**src/rtl/axis_weight_frame_builder_if.sv**
```systemverilog
// AXI4-Stream bundle shared by the DMA weight input and the rotator output.
interface axis_weight_frame_builder_if #(
    parameter int DATA_WIDTH = 128,
    parameter int KEEP_WIDTH = DATA_WIDTH / 8
);
    logic                  tvalid;
    logic                  tready;
    logic                  tlast;
    logic [DATA_WIDTH-1:0] tdata;
    logic [KEEP_WIDTH-1:0] tkeep;

    modport master (
        output tvalid,
        output tlast,
        output tdata,
        output tkeep,
        input  tready
    );

    modport slave (
        input  tvalid,
        input  tlast,
        input  tdata,
        input  tkeep,
        output tready
    );
endinterface

```
**src/rtl/axis_weight_frame_builder.sv**
```systemverilog
// Per-layer weight frame builder: one header beat with the packed layer config,
// then exactly cfg_beats_1+1 DMA weight beats, tlast on the final one.
// A DMA burst whose tlast disagrees with the programmed count raises err_len.
//
// state | meaning
// IDLE  | waiting for a layer config; the header is loaded on the config handshake
// DATA  | forwarding DMA weight beats until the remaining-beat counter hits zero
module axis_weight_frame_builder #(
    parameter int S_WIDTH     = 128,
    parameter int WORD_WIDTH  = 8,
    parameter int BITS_KW2    = 2,
    parameter int BITS_CIN    = 10,
    parameter int BITS_COLS   = 6,
    parameter int BITS_BLOCKS = 4,
    parameter int BITS_XN     = 8,
    parameter int BITS_ADDR   = 10,
    parameter int BITS_BEATS  = 16
) (
    input  logic                   aclk,
    input  logic                   aresetn,

    input  logic                   cfg_valid_i,
    output logic                   cfg_ready_o,
    input  logic [BITS_KW2-1:0]    cfg_kw2_i,
    input  logic [BITS_CIN-1:0]    cfg_cin_1_i,
    input  logic [BITS_COLS-1:0]   cfg_cols_1_i,
    input  logic [BITS_BLOCKS-1:0] cfg_blocks_1_i,
    input  logic [BITS_XN-1:0]     cfg_xn_1_i,
    input  logic [BITS_ADDR-1:0]   cfg_addr_max_i,
    input  logic [BITS_BEATS-1:0]  cfg_beats_1_i,

    axis_weight_frame_builder_if.slave  s_axis,
    axis_weight_frame_builder_if.master m_axis,

    output logic                   err_len_o
);

    localparam int KEEP_W = S_WIDTH / WORD_WIDTH;
    localparam int HDR_W  = BITS_ADDR + BITS_XN + BITS_BLOCKS + BITS_COLS + BITS_CIN + BITS_KW2;
    localparam logic [BITS_BEATS-1:0] BEAT_ONE = BITS_BEATS'(1);

    typedef enum logic [0:0] {
        IDLE = 1'b0,
        DATA = 1'b1
    } state_e;

    state_e                 state_q, state_d;
    logic [BITS_BEATS-1:0]  rem_q, rem_d;
    logic                   m_valid_q, m_valid_d;
    logic                   m_last_q, m_last_d;
    logic [S_WIDTH-1:0]     m_data_q, m_data_d;
    logic [KEEP_W-1:0]      m_keep_q, m_keep_d;
    logic                   err_len_q, err_len_d;

    logic                   load_ok;
    logic                   rem_zero;
    logic                   cfg_hs;
    logic                   s_hs;
    logic [S_WIDTH-1:0]     header;

    // The output stage may take a new beat when empty or being drained this cycle.
    assign load_ok  = !m_valid_q || m_axis.tready;
    assign rem_zero = (rem_q == '0);

    assign cfg_ready_o   = (state_q == IDLE) && load_ok;
    assign s_axis.tready = (state_q == DATA) && load_ok;

    assign cfg_hs = cfg_valid_i && cfg_ready_o;
    assign s_hs   = s_axis.tvalid && s_axis.tready;

    assign m_axis.tvalid = m_valid_q;
    assign m_axis.tlast  = m_last_q;
    assign m_axis.tdata  = m_data_q;
    assign m_axis.tkeep  = m_keep_q;
    assign err_len_o     = err_len_q;

    // Header word: config fields packed LSB-first from kw2, zero-extended to the bus.
    always_comb begin
        header = '0;
        header[HDR_W-1:0] = {cfg_addr_max_i, cfg_xn_1_i, cfg_blocks_1_i,
                             cfg_cols_1_i, cfg_cin_1_i, cfg_kw2_i};
    end

    // Next-state, beat counter, output stage and length-check decisions.
    always_comb begin
        state_d   = state_q;
        rem_d     = rem_q;
        m_valid_d = m_valid_q;
        m_last_d  = m_last_q;
        m_data_d  = m_data_q;
        m_keep_d  = m_keep_q;
        err_len_d = err_len_q;

        if (cfg_hs) begin
            state_d   = DATA;
            rem_d     = cfg_beats_1_i;
            m_valid_d = 1'b1;
            m_last_d  = 1'b0;
            m_data_d  = header;
            m_keep_d  = {KEEP_W{1'b1}};
        end else if (s_hs) begin
            m_valid_d = 1'b1;
            m_last_d  = rem_zero;
            m_data_d  = s_axis.tdata;
            m_keep_d  = s_axis.tkeep;
            // Framing follows rem only; the DMA tlast is just cross-checked.
            if (s_axis.tlast != rem_zero) begin
                err_len_d = 1'b1;
            end
            if (rem_zero) begin
                state_d = IDLE;
            end else begin
                rem_d = rem_q - BEAT_ONE;
            end
        end else if (m_axis.tready) begin
            m_valid_d = 1'b0;
        end
    end

    // State and output registers with synchronous active-low reset.
    always_ff @(posedge aclk) begin
        if (!aresetn) begin
            state_q   <= IDLE;
            rem_q     <= '0;
            m_valid_q <= 1'b0;
            m_last_q  <= 1'b0;
            m_data_q  <= '0;
            m_keep_q  <= '0;
            err_len_q <= 1'b0;
        end else begin
            state_q   <= state_d;
            rem_q     <= rem_d;
            m_valid_q <= m_valid_d;
            m_last_q  <= m_last_d;
            m_data_q  <= m_data_d;
            m_keep_q  <= m_keep_d;
            err_len_q <= err_len_d;
        end
    end

endmodule

```
**src/flat_wrapper.sv**
```systemverilog
// flat-port wrapper written by rule: the top's interface ports become plain ports
module axis_weight_frame_builder_flat 
#(
    parameter int S_WIDTH     = 128,
    parameter int WORD_WIDTH  = 8,
    parameter int BITS_KW2    = 2,
    parameter int BITS_CIN    = 10,
    parameter int BITS_COLS   = 6,
    parameter int BITS_BLOCKS = 4,
    parameter int BITS_XN     = 8,
    parameter int BITS_ADDR   = 10,
    parameter int BITS_BEATS  = 16
)
  (aclk, aresetn, cfg_valid_i, cfg_ready_o, cfg_kw2_i, cfg_cin_1_i, cfg_cols_1_i, cfg_blocks_1_i, cfg_xn_1_i, cfg_addr_max_i, cfg_beats_1_i, err_len_o, s_axis_tvalid, s_axis_tlast, s_axis_tdata, s_axis_tkeep, s_axis_tready, m_axis_tvalid, m_axis_tlast, m_axis_tdata, m_axis_tkeep, m_axis_tready);
  axis_weight_frame_builder_if s_axis_i ();
  axis_weight_frame_builder_if m_axis_i ();
  input  logic aclk;
  input  logic aresetn;
  input  logic cfg_valid_i;
  output logic cfg_ready_o;
  input  logic [BITS_KW2-1:0] cfg_kw2_i;
  input  logic [BITS_CIN-1:0] cfg_cin_1_i;
  input  logic [BITS_COLS-1:0] cfg_cols_1_i;
  input  logic [BITS_BLOCKS-1:0] cfg_blocks_1_i;
  input  logic [BITS_XN-1:0] cfg_xn_1_i;
  input  logic [BITS_ADDR-1:0] cfg_addr_max_i;
  input  logic [BITS_BEATS-1:0] cfg_beats_1_i;
  output logic err_len_o;
  input wire logic [$bits(s_axis_i.tvalid)-1:0] s_axis_tvalid;
  input wire logic [$bits(s_axis_i.tlast)-1:0] s_axis_tlast;
  input wire logic [$bits(s_axis_i.tdata)-1:0] s_axis_tdata;
  input wire logic [$bits(s_axis_i.tkeep)-1:0] s_axis_tkeep;
  output wire logic [$bits(s_axis_i.tready)-1:0] s_axis_tready;
  output wire logic [$bits(m_axis_i.tvalid)-1:0] m_axis_tvalid;
  output wire logic [$bits(m_axis_i.tlast)-1:0] m_axis_tlast;
  output wire logic [$bits(m_axis_i.tdata)-1:0] m_axis_tdata;
  output wire logic [$bits(m_axis_i.tkeep)-1:0] m_axis_tkeep;
  input wire logic [$bits(m_axis_i.tready)-1:0] m_axis_tready;
  assign s_axis_i.tvalid = s_axis_tvalid;
  assign s_axis_i.tlast = s_axis_tlast;
  assign s_axis_i.tdata = s_axis_tdata;
  assign s_axis_i.tkeep = s_axis_tkeep;
  assign s_axis_tready = s_axis_i.tready;
  assign m_axis_tvalid = m_axis_i.tvalid;
  assign m_axis_tlast = m_axis_i.tlast;
  assign m_axis_tdata = m_axis_i.tdata;
  assign m_axis_tkeep = m_axis_i.tkeep;
  assign m_axis_i.tready = m_axis_tready;
  axis_weight_frame_builder #(.S_WIDTH(S_WIDTH), .WORD_WIDTH(WORD_WIDTH), .BITS_KW2(BITS_KW2), .BITS_CIN(BITS_CIN), .BITS_COLS(BITS_COLS), .BITS_BLOCKS(BITS_BLOCKS), .BITS_XN(BITS_XN), .BITS_ADDR(BITS_ADDR), .BITS_BEATS(BITS_BEATS)) u_core (.aclk(aclk), .aresetn(aresetn), .cfg_valid_i(cfg_valid_i), .cfg_ready_o(cfg_ready_o), .cfg_kw2_i(cfg_kw2_i), .cfg_cin_1_i(cfg_cin_1_i), .cfg_cols_1_i(cfg_cols_1_i), .cfg_blocks_1_i(cfg_blocks_1_i), .cfg_xn_1_i(cfg_xn_1_i), .cfg_addr_max_i(cfg_addr_max_i), .cfg_beats_1_i(cfg_beats_1_i), .s_axis(s_axis_i), .m_axis(m_axis_i), .err_len_o(err_len_o));
endmodule
```
**config.mk**
```make
export PLATFORM = sky130hd
export DESIGN_NAME = axis_weight_frame_builder_flat
export DESIGN_NICKNAME = d
export VERILOG_FILES = /design/src/rtl/axis_weight_frame_builder_if.sv /design/src/rtl/axis_weight_frame_builder.sv /design/src/flat_wrapper.sv
export SDC_FILE = /design/constraint.sdc
export NUM_CORES = 1
export LEC_CHECK = 0
export BUFFER_PORTS_ARGS = -buffer_cell sky130_fd_sc_hd__buf_2
export CAP_MARGIN = 10
export CORE_ASPECT_RATIO = 0.75
export CORE_UTILIZATION = 30
export DETAILED_ROUTE_END_ITERATION = 6
export PLACE_DENSITY = 0.6
export SLEW_MARGIN = 20
export SYNTH_ARGS = -nofsm -noshare
export SYNTH_HDL_FRONTEND = slang
export SYNTH_SLANG_ARGS = --single-unit
```
**constraint.sdc**
```tcl
create_clock -name aclk -period 2.53 [get_ports aclk]
set_input_delay 0.253 -clock aclk [delete_from_list [all_inputs] [get_ports aclk]]
set_output_delay 0.253 -clock aclk [all_outputs]
set_load 0.03 [all_outputs]
```
==> summary.md, run 1 <==
The flow ran to the end, and the final reports show no timing, DRC or antenna violations. Leftover overflow at the end of global routing: 0. The top achievable clock speed is 0.480 GHz, and the antenna violation net count after detailed routing is 0.

In this run the critical register-to-register path is launched from u_core.rem_q[2]. The tools report the power after layout as 6.82 mW. The run gives 0 as the count of buffers added by post-CTS timing repair for setup.

The wire length after detailed routing was 20.3 mm; the number of standard cells after synthesis was 789. The number of endpoints failing setup at the final stage is 0. Summed over all instances, the cell type with the most area after synthesis is sky130_fd_sc_hd__dfxtp_1.

The worst hold path terminates at u_core.m_axis.tdata[115]. At the pin with the least slew margin, the transition time is 720 ps. The tools report the via count of the first global-routing pass as 6159. Gates resized during post-CTS repair numbered 0. The total number of yosys warnings is 0. Setup total negative slack on the finished layout was measured at 0 ps. Summed over all nets, the half-perimeter wirelength after detailed placement is 14.1 mm. The number of placed instances, taps included, is 1371. The post-cts hold buffer count was 0; the maximum net fanout on the critical path was 14. For the number of antenna violations at the first check in global routing, the log shows 0. On the worst path, the slowest cell contributes a delay of 550 ps. For the net count after synthesis, the log shows 996. The number of diodes is 0, and the storage element area is 0.00328 mm2. For the combined area of the multi-input logic cells, the log shows 0.00275 mm2. Entering global routing, the biggest net connects 85 pins. The cell at the slowest stage of the critical path was sky130_fd_sc_hd__or4_4. The worst hold path belongs to the class input port to flop. A synthesized cell averages 7.97 um2. 355 I/O pins were placed. Traced cell by cell, the critical path runs through or4_4, or3_4, or4_1, a31oi_1. Setup slack on the worst reg-to-reg path comes out at 440 ps. The fraction of post-synthesis cell area in the top cell type by area works out to 52.2%. The tools report the element type at the critical path end as a flop.

The class of the most critical setup path was flop to flop. The run gives 11.7 ps as the largest clock skew in the final design. CTS placed an instance of sky130_fd_sc_hd__clkbuf_16 at the clock tree root. Clock input transition at the sequential cells of the worst setup and hold paths: 80 ps. The post-route fraction of the period consumed by the critical path was 82.4%. TritonCTS built the clock tree. For the DRC violation count after routing, the log shows 0. The post-route netlist has 36.8% of its cells at a drive strength greater than 1.

In this run the cell area of the synthesized design comes to 0.00629 mm2. The worst path in the final design needs a cycle of 2090 ps, including I/O delays and setup. The routed layout has 6668 vias. The leakage power total is 3.96 nW. For the initial standard-cell utilization of the core, the log shows 30.8%. In this run the critical register-to-register path is captured at u_core.rem_q[7]. The number of max-capacitance violations reported is 0. The number of vias per cell is 4.75. In this run the most critical hold path is launched from s_axis_tdata[115]. The most used flip-flop cell after synthesis is sky130_fd_sc_hd__dfxtp_1. The final hold violation count was 0. The logs give 1403 for the final cell count without fillers and 1315 for the final-stage net count. The run gives 18.7% as the overall track demand over capacity in global routing. The total of buffers placed on input and output ports is 354. At the worst endpoint, the arrival time is 2430 ps. The run gives 4 as the H-tree depth. After synthesis, the cell types taking the most area are sky130_fd_sc_hd__dfxtp_1 (52%), sky130_fd_sc_hd__nand2_1 (13%), sky130_fd_sc_hd__a21oi_1 (7.2%). The count of flip-flops with a built-in enable after synthesis was 0; the die extent in y was 127 um. The register bit total from synthesis came out at 164.

The floorplan die area is 0.0215 mm2, and the standard cell core area is 0.0204 mm2. The logic depth of the worst register-to-register path was 4; the last weighted congestion value of the routability-driven placer was 0.808. The number of fillers in the final layout came out at 2173. Setup repair after global routing left no endpoint under its margin. The initialized floorplan defines 45 standard-cell rows. After synthesis, flip-flops and latches occupy 52.2% of the total area. The library cell used most frequently in the layout, excluding fill and tap cells, is sky130_fd_sc_hd__buf_2.

The library cells used most frequently in the layout, excluding fill and tap cells, are sky130_fd_sc_hd__buf_2 (354), sky130_fd_sc_hd__nand2_1 (215), sky130_fd_sc_hd__dfxtp_1 (164). The first global-routing pass estimated 32.1 mm of wire. The run gives 2870 ps as the critical path required time.

The netlist uses 41 different library cells. The clock reaches the later pin of the worst-skew pair after 430 ps. After the first detailed-routing iteration, the DRC count stood at 384. The first-pass detailed-route iteration total is 4. The logs give 0 for the number of slew-limit violations in the final report and 17 for the CTS buffer count. The worst hold path was traced through 3 stages. The synthesis-to-layout area growth was 42.6%; the number of buffers on the longest clock path was 2. The die is 169 um wide.

After detailed routing, the average wire length per cell comes to 14.5 um. In this run the tightest slew margin relative to its limit is 51.5%. The share of flip-flops with an asynchronous set or reset after synthesis is 0%. The tools report the worst supply voltage drop on vdd as 0.329 mV.

In this run the power density over the cells is 760 mW/mm2. CTS saw 164 sinks. Launching element type of the critical path: a flop.
==> flip-flops by register name (all words and copies together) (netlist names) <==
| name | cells |
|---|---|
| u_core.state_q | 1 |
| u_core.m_axis.tkeep | 16 |
| u_core.m_axis.tlast | 1 |
| u_core.err_len_o | 1 |
| u_core.m_axis.tdata | 128 |
| u_core.rem_q | 16 |
| u_core.m_axis.tvalid | 1 |
==> kinds of logic after synthesis <==
kind of cell,share of synthesized area [%]
AOI/OAI and AO/OA,17.4
xor gates and xnor gates,0.139
adders and majority gates,0.199
buffers and inverters,4.54
DFF,52.2
and+or+nand+nor,25.5
==> area by class of cell <==
class,count,share of cell area (%)
well taps,282,3.93
clock inverters,14,2.02
repair buffers,367,21.5
clock buffers,18,4.90
inverters,7,0.293
flip-flops and latches,164,36.6
multi-input cells,551,30.7
==> where the power goes <==
group | switching, mW | internal, mW | total, mW
clock | 1.23 | 1.45 | 2.68
sequential | 0.104 | 2.75 | 2.86
combinational | 0.830 | 0.449 | 1.28
total | 2.16 | 4.66 | 6.82
==> cells in the mapped netlist (all sizes together), types with 4 or more instances <==
cell type  instances
clkbuf            59
o22ai             39
nand4              5
or4                8
nand2            216
o31ai              8
nor2               8
buf                8
inv                6
nor3              87
or3                6
nand3              6
nand2b             4
a31oi             28
nor4               4
dfxtp            164
a21oi             90
o21ai             17
==> critical path, delay by kind of cell, from the launching register on <==
family | cells | cell delay [ps]
flops | 1 | 360
compound gates | 1 | 170
simple gates | 3 | 1480
==> routing by layer <==
| layer | global-route usage, % | part of all wire [%] | wire length, um | up-vias |
|---|---|---|---|---|
| li1 | - | - | - | 3405 |
| met1 | 24.0 | 45 | 9150 | 3047 |
| met2 | 30.2 | 47 | 9570 | 197 |
| met3 | 5.48 | 6.5 | 1330 | 19 |
| met4 | 5.72 | 1.4 | 290 | 0 |
| met5 | 0 | 0 | 0 | - |
==> through the flow <==
stage	hold WS, ps	setup WS [ps]	cell area, um2	utilization [%]
after floorplan	385	475	6290	-
after global placement	435	480	8350	41.0
after detailed placement	443	463	8350	41.0
after CTS	31.7	457	8970	44.0
after global routing	39.1	351	8970	44.0
final	54.1	445	8970	44.0
==> worst max path at each step <==
stage                                  end  slack, ps       startpoint  cells past startpoint
after floorplan           u_core.rem_q[10]        470  u_core.rem_q[2]                      5
after global placement     u_core.rem_q[9]        480  u_core.rem_q[2]                      4
after detailed placement  u_core.rem_q[10]        460  u_core.rem_q[2]                      4
after CTS                  u_core.rem_q[7]        460  u_core.rem_q[2]                      4
after global routing       u_core.rem_q[9]        350  u_core.rem_q[2]                      4
final                      u_core.rem_q[7]        440  u_core.rem_q[2]                      4
Power figures use the tool's default switching activity.
==> run 2: changes to the inputs <==
--- a/config.mk
+++ b/config.mk
@@ -5,12 +5,13 @@
 export SDC_FILE = /design/constraint.sdc
 export NUM_CORES = 1
 export LEC_CHECK = 0
+export ABC_AREA = 1
 export BUFFER_PORTS_ARGS = -buffer_cell sky130_fd_sc_hd__buf_2
 export CAP_MARGIN = 10
 export CORE_ASPECT_RATIO = 0.75
 export CORE_UTILIZATION = 30
 export DETAILED_ROUTE_END_ITERATION = 6
-export PLACE_DENSITY = 0.6
+export PLACE_DENSITY = 0.59
 export SLEW_MARGIN = 20
 export SYNTH_ARGS = -nofsm -noshare
 export SYNTH_HDL_FRONTEND = slang
==> constraint.sdc (replaced) <==
create_clock -name aclk -period 2.1 [get_ports aclk]
set_input_delay 0.21 -clock aclk [delete_from_list [all_inputs] [get_ports aclk]]
set_output_delay 0.21 -clock aclk [all_outputs]
set_load 0.03 [all_outputs]
==> summary.md, run 2 <==
The leftover overflow at the end of global routing was 0 (unchanged); the half-perimeter wire length after detailed placement was 16.2 mm (+14%). The floorplan row count was 46 (+2.2%). The first-pass GRT wire length is 33.9 mm (+5.6%), and the logic depth of the worst register-to-register path is 8 (+4). The net count after synthesis was 1126 (+13%). The final critical-path required period came out at 1860 ps (-223 ps).

By count the netlist is led by sky130_fd_sc_hd__nand2_1 (276), sky130_fd_sc_hd__dfxtp_1 (164), sky130_fd_sc_hd__nor2_1 (130). The number of standard cells after synthesis was 919 (+16%). The number of distinct library cell variants in the gate-level netlist after synthesis was 27 (-34%); the number of logic stages on the critical path including buffering was 8 (+4).

The tools report the hold path endpoint as u_core.m_axis.tdata[92]. CTS sink count: 164 (unchanged). By instance count, the cell type seen most on the critical path is sky130_fd_sc_hd__inv_2.

The largest clock skew in the final design was 12.7 ps (+1.02 ps); the CTS buffer count was 17 (unchanged). The worst slew margin relative to its limit was 55.4% (+3.9 points). The clock input transition at the sequential cells of the worst setup and hold paths was 80 ps (about the same). The maximum net fanout on the critical path works out to 32 (+18). The worst supply voltage drop on vdd is 0.679 mV (+110%), and the total of buffers placed on input and output ports is 354 (unchanged).

The worst setup path is of the flop to flop kind. By area the synthesized netlist is led by sky130_fd_sc_hd__dfxtp_1 (50%), sky130_fd_sc_hd__nand2_1 (16%), sky130_fd_sc_hd__a21oi_1 (8.5%). The share of flip-flops with an asynchronous set or reset after synthesis was 0% (unchanged). The logs give 0 (unchanged) for the antenna violation net count after detailed routing and 1456 (+11%) for the final-stage net count. The tools report the post-route setup TNS as 0 ps (unchanged). The arrival time reported for the critical path endpoint is 2170 ps (-260 ps).

The number of buffers on the longest clock path came out at 2 (unchanged). The die extent in y came out at 130 um (+2.4%). The library cell with the highest instance count after synthesis is sky130_fd_sc_hd__nand2_1. The via count of the first global-routing pass came out at 6405 (+4.0%).

Number of stages on the worst hold path: 3 (unchanged). STA classifies the critical path startpoint as a flop. The wire length after detailed routing came out at 22.5 mm (+10%). The detailed-route wire length per cell was 14.5 um (about the same); the number of DRC markers in iteration 0 was 346 (-9.9%). The power density over the cells was 918 mW/mm2 (+21%); the worst-case register-to-register setup slack was 240 ps (-210 ps). The number of endpoints failing setup at the final stage is 0 (unchanged), and the H-tree depth is 4 (unchanged). The logs give 4.41 nW (+11%) for the leakage power total and 30.9% (+0.062 points) for the initial standard-cell utilization of the core. The largest stage delay on the critical path is 370 ps (-180 ps), and the number of ports placed on the die boundary is 355 (unchanged). Slew at the pin closest to its max-slew limit: 669 ps (-51.7 ps). The count of flip-flops with a built-in enable after synthesis came out at 0 (unchanged). Most area-hungry cell type in the Yosys netlist: sky130_fd_sc_hd__dfxtp_1.

Post-place instance area: 0.00862 mm2 (+3.3%). Floorplan die area: 0.0226 mm2 (+4.9%). Leaving out fill and tap cells, the most frequent cell in the layout is sky130_fd_sc_hd__buf_2. Most used flip-flop cell after synthesis: sky130_fd_sc_hd__dfxtp_1.

Element type at the critical path end: a flop. The worst-skew pair later-pin latency came out at 420 ps (about the same). The tools report the final cell count without fillers as 1550 (+10%). The tools report the number of diodes as 0 (unchanged).

Overall track demand over capacity in global routing: 19.1% (+0.41 points). Number of cells in the design after placement: 1518 (+11%). The tree is rooted in a sky130_fd_sc_hd__clkbuf_16. In the layout the commonest cells are sky130_fd_sc_hd__buf_2 (354), sky130_fd_sc_hd__nand2_1 (275), sky130_fd_sc_hd__dfxtp_1 (164).

TritonCTS built the clock tree. The top achievable clock speed came out at 0.537 GHz (+12%). The horizontal die dimension is 173 um (+2.4%).

For the standard cell core area, the log shows 0.0214 mm2 (+4.8%). The startpoint identified for the worst register-to-register timing path is u_core.state_q. The cell class contributing the biggest share of worst-path delay was simple AND/OR/NAND/NOR gates. Post-cts hold buffer count: 0 (unchanged). The post-route fraction of the period consumed by the critical path came out at 88.7% (+6.3 points). The tools report the critical path required time as 2410 ps (-460 ps). The slowest stage of the critical path is the sky130_fd_sc_hd__nand2_8 cell.

The number of vias per cell was 4.56 (-4.1%); the number of antenna violations at the first check in global routing was 2 (+2). The buffer and inverter count on the worst path works out to 3 (+3). DRC violation count after routing: 0 (unchanged). Tracing the worst setup path back leads to its startpoint at u_core.state_q.

The tools report the first-pass detailed-route iteration total as 7 (+3). Vias after detailed routing: 7063 (+5.9%). The share of post-route cells with drive strength above 1 works out to 33.4% (-3.3 points).

The min-delay analysis places its worst path in the category input port to flop. The run finished with clean final reports. The tools report the number of slew-limit violations in the final report as 0 (unchanged).

The register bit total from synthesis works out to 164 (unchanged). Post-synthesis instance area: 0.00660 mm2 (+5.0%). In this run the critical register-to-register path is captured at u_core.rem_q[11]. The critical path goes through inv_2, nand3_4, nand2_8, nand2_4, inv_2, nand3_1, nand2_1, inv_1. From synthesis to final layout, the design area changed by 39.9%. The post-synthesis sequential area ratio is 49.7% (-2.5 points), and the post-synthesis average cell area is 7.18 um2 (-9.9%).

The logs give 0 (unchanged) for the number of max-capacitance violations reported and 0.867 (+7.3%) for the last weighted congestion value of the routability-driven placer. The final cell area excluding filler cells came out at 0.00923 mm2 (+3.0%). Maximum number of pins on one net before global-route repair: 82 (-3.5%).

The tools report the final hold violation count as 0 (unchanged). Startpoint of the lowest-slack hold path: s_axis_tdata[92]. The flip-flop count of the largest register after layout came out at 128 (unchanged).

Setup repair after global routing left no endpoint under its margin. The fraction of post-synthesis cell area in the top cell type by area was 49.7% (-2.5 points); the total number of yosys warnings was 0 (unchanged).
run 2: logic make-up after synthesis:
kind of cell / share of synthesized area, %
xor+xnor: 0.133
fa+ha+maj: 0.190
buf+inv: 6.14
flops: 49.7
simple gates: 29.6
compound gates: 14.2
run 2: final cells by class:
cell class | instances | area [um2]
Sequential cell | 164 | 3280
Clock buffer | 17 | 425
Tap cell | 288 | 360
Fill cell | 2271 | 12100
Multi-Input combinational cell | 666 | 2930
Inverter | 32 | 120
Timing Repair Buffer | 368 | 1940
Clock inverter | 15 | 178
run 2: layer usage:
metal	vias to the layer above	GRT usage [%]	routed length (um)
met5	-	0	10
met4	2	4.53	196
met3	14	6.63	1800
met2	217	31.3	10600
met1	3217	24.2	9820
li1	3613	-	-
run 2: power breakdown:
group          internal, mW  switching (mW)
logic                 0.600            1.23
registers              3.33           0.138
clock network          1.71            1.47
total                  5.64            2.83
run 2: through the flow:
stage                     hold WS [ps]  utilization (%)  total power, mW  setup WS, ps
after global placement             440             40.4             5.35           179
after floorplan                    354                -             4.75           559
after CTS                         3.50             43.2             8.58           105
final                             25.7             43.2             8.48           238
after detailed placement           438             40.4             5.37           123
after global routing              3.45             43.2             8.93          77.6
run 2: repair_timing:
| action | in CTS | in global routing |
|---|---|---|
| endpoints found under the setup margin | 0 | 2 |
| gates resized for setup | 0 | 1 |
| buffers inserted | 0 | 0 |
run 2: how the worst max path moves through the flow:
stage	endpoint	slack (ps)
2_1_floorplan	u_core.rem_q[13]	560
3_3_place_gp	u_core.rem_q[11]	180
3_5_place_dp	u_core.rem_q[11]	120
4_1_cts	u_core.rem_q[11]	110
5_1_grt	u_core.rem_q[1]	80
6_report	u_core.rem_q[11]	240
run 2: worst register-to-register path, cell delays in order (launching register included):
cell and delay [ps]:
sky130_fd_sc_hd__dfxtp_1 330, sky130_fd_sc_hd__inv_2 100, sky130_fd_sc_hd__nand3_4 360, sky130_fd_sc_hd__nand2_8 390, sky130_fd_sc_hd__nand2_4 230, sky130_fd_sc_hd__inv_2 160, sky130_fd_sc_hd__nand3_1 90, sky130_fd_sc_hd__nand2_1 60
sky130_fd_sc_hd__inv_1 40
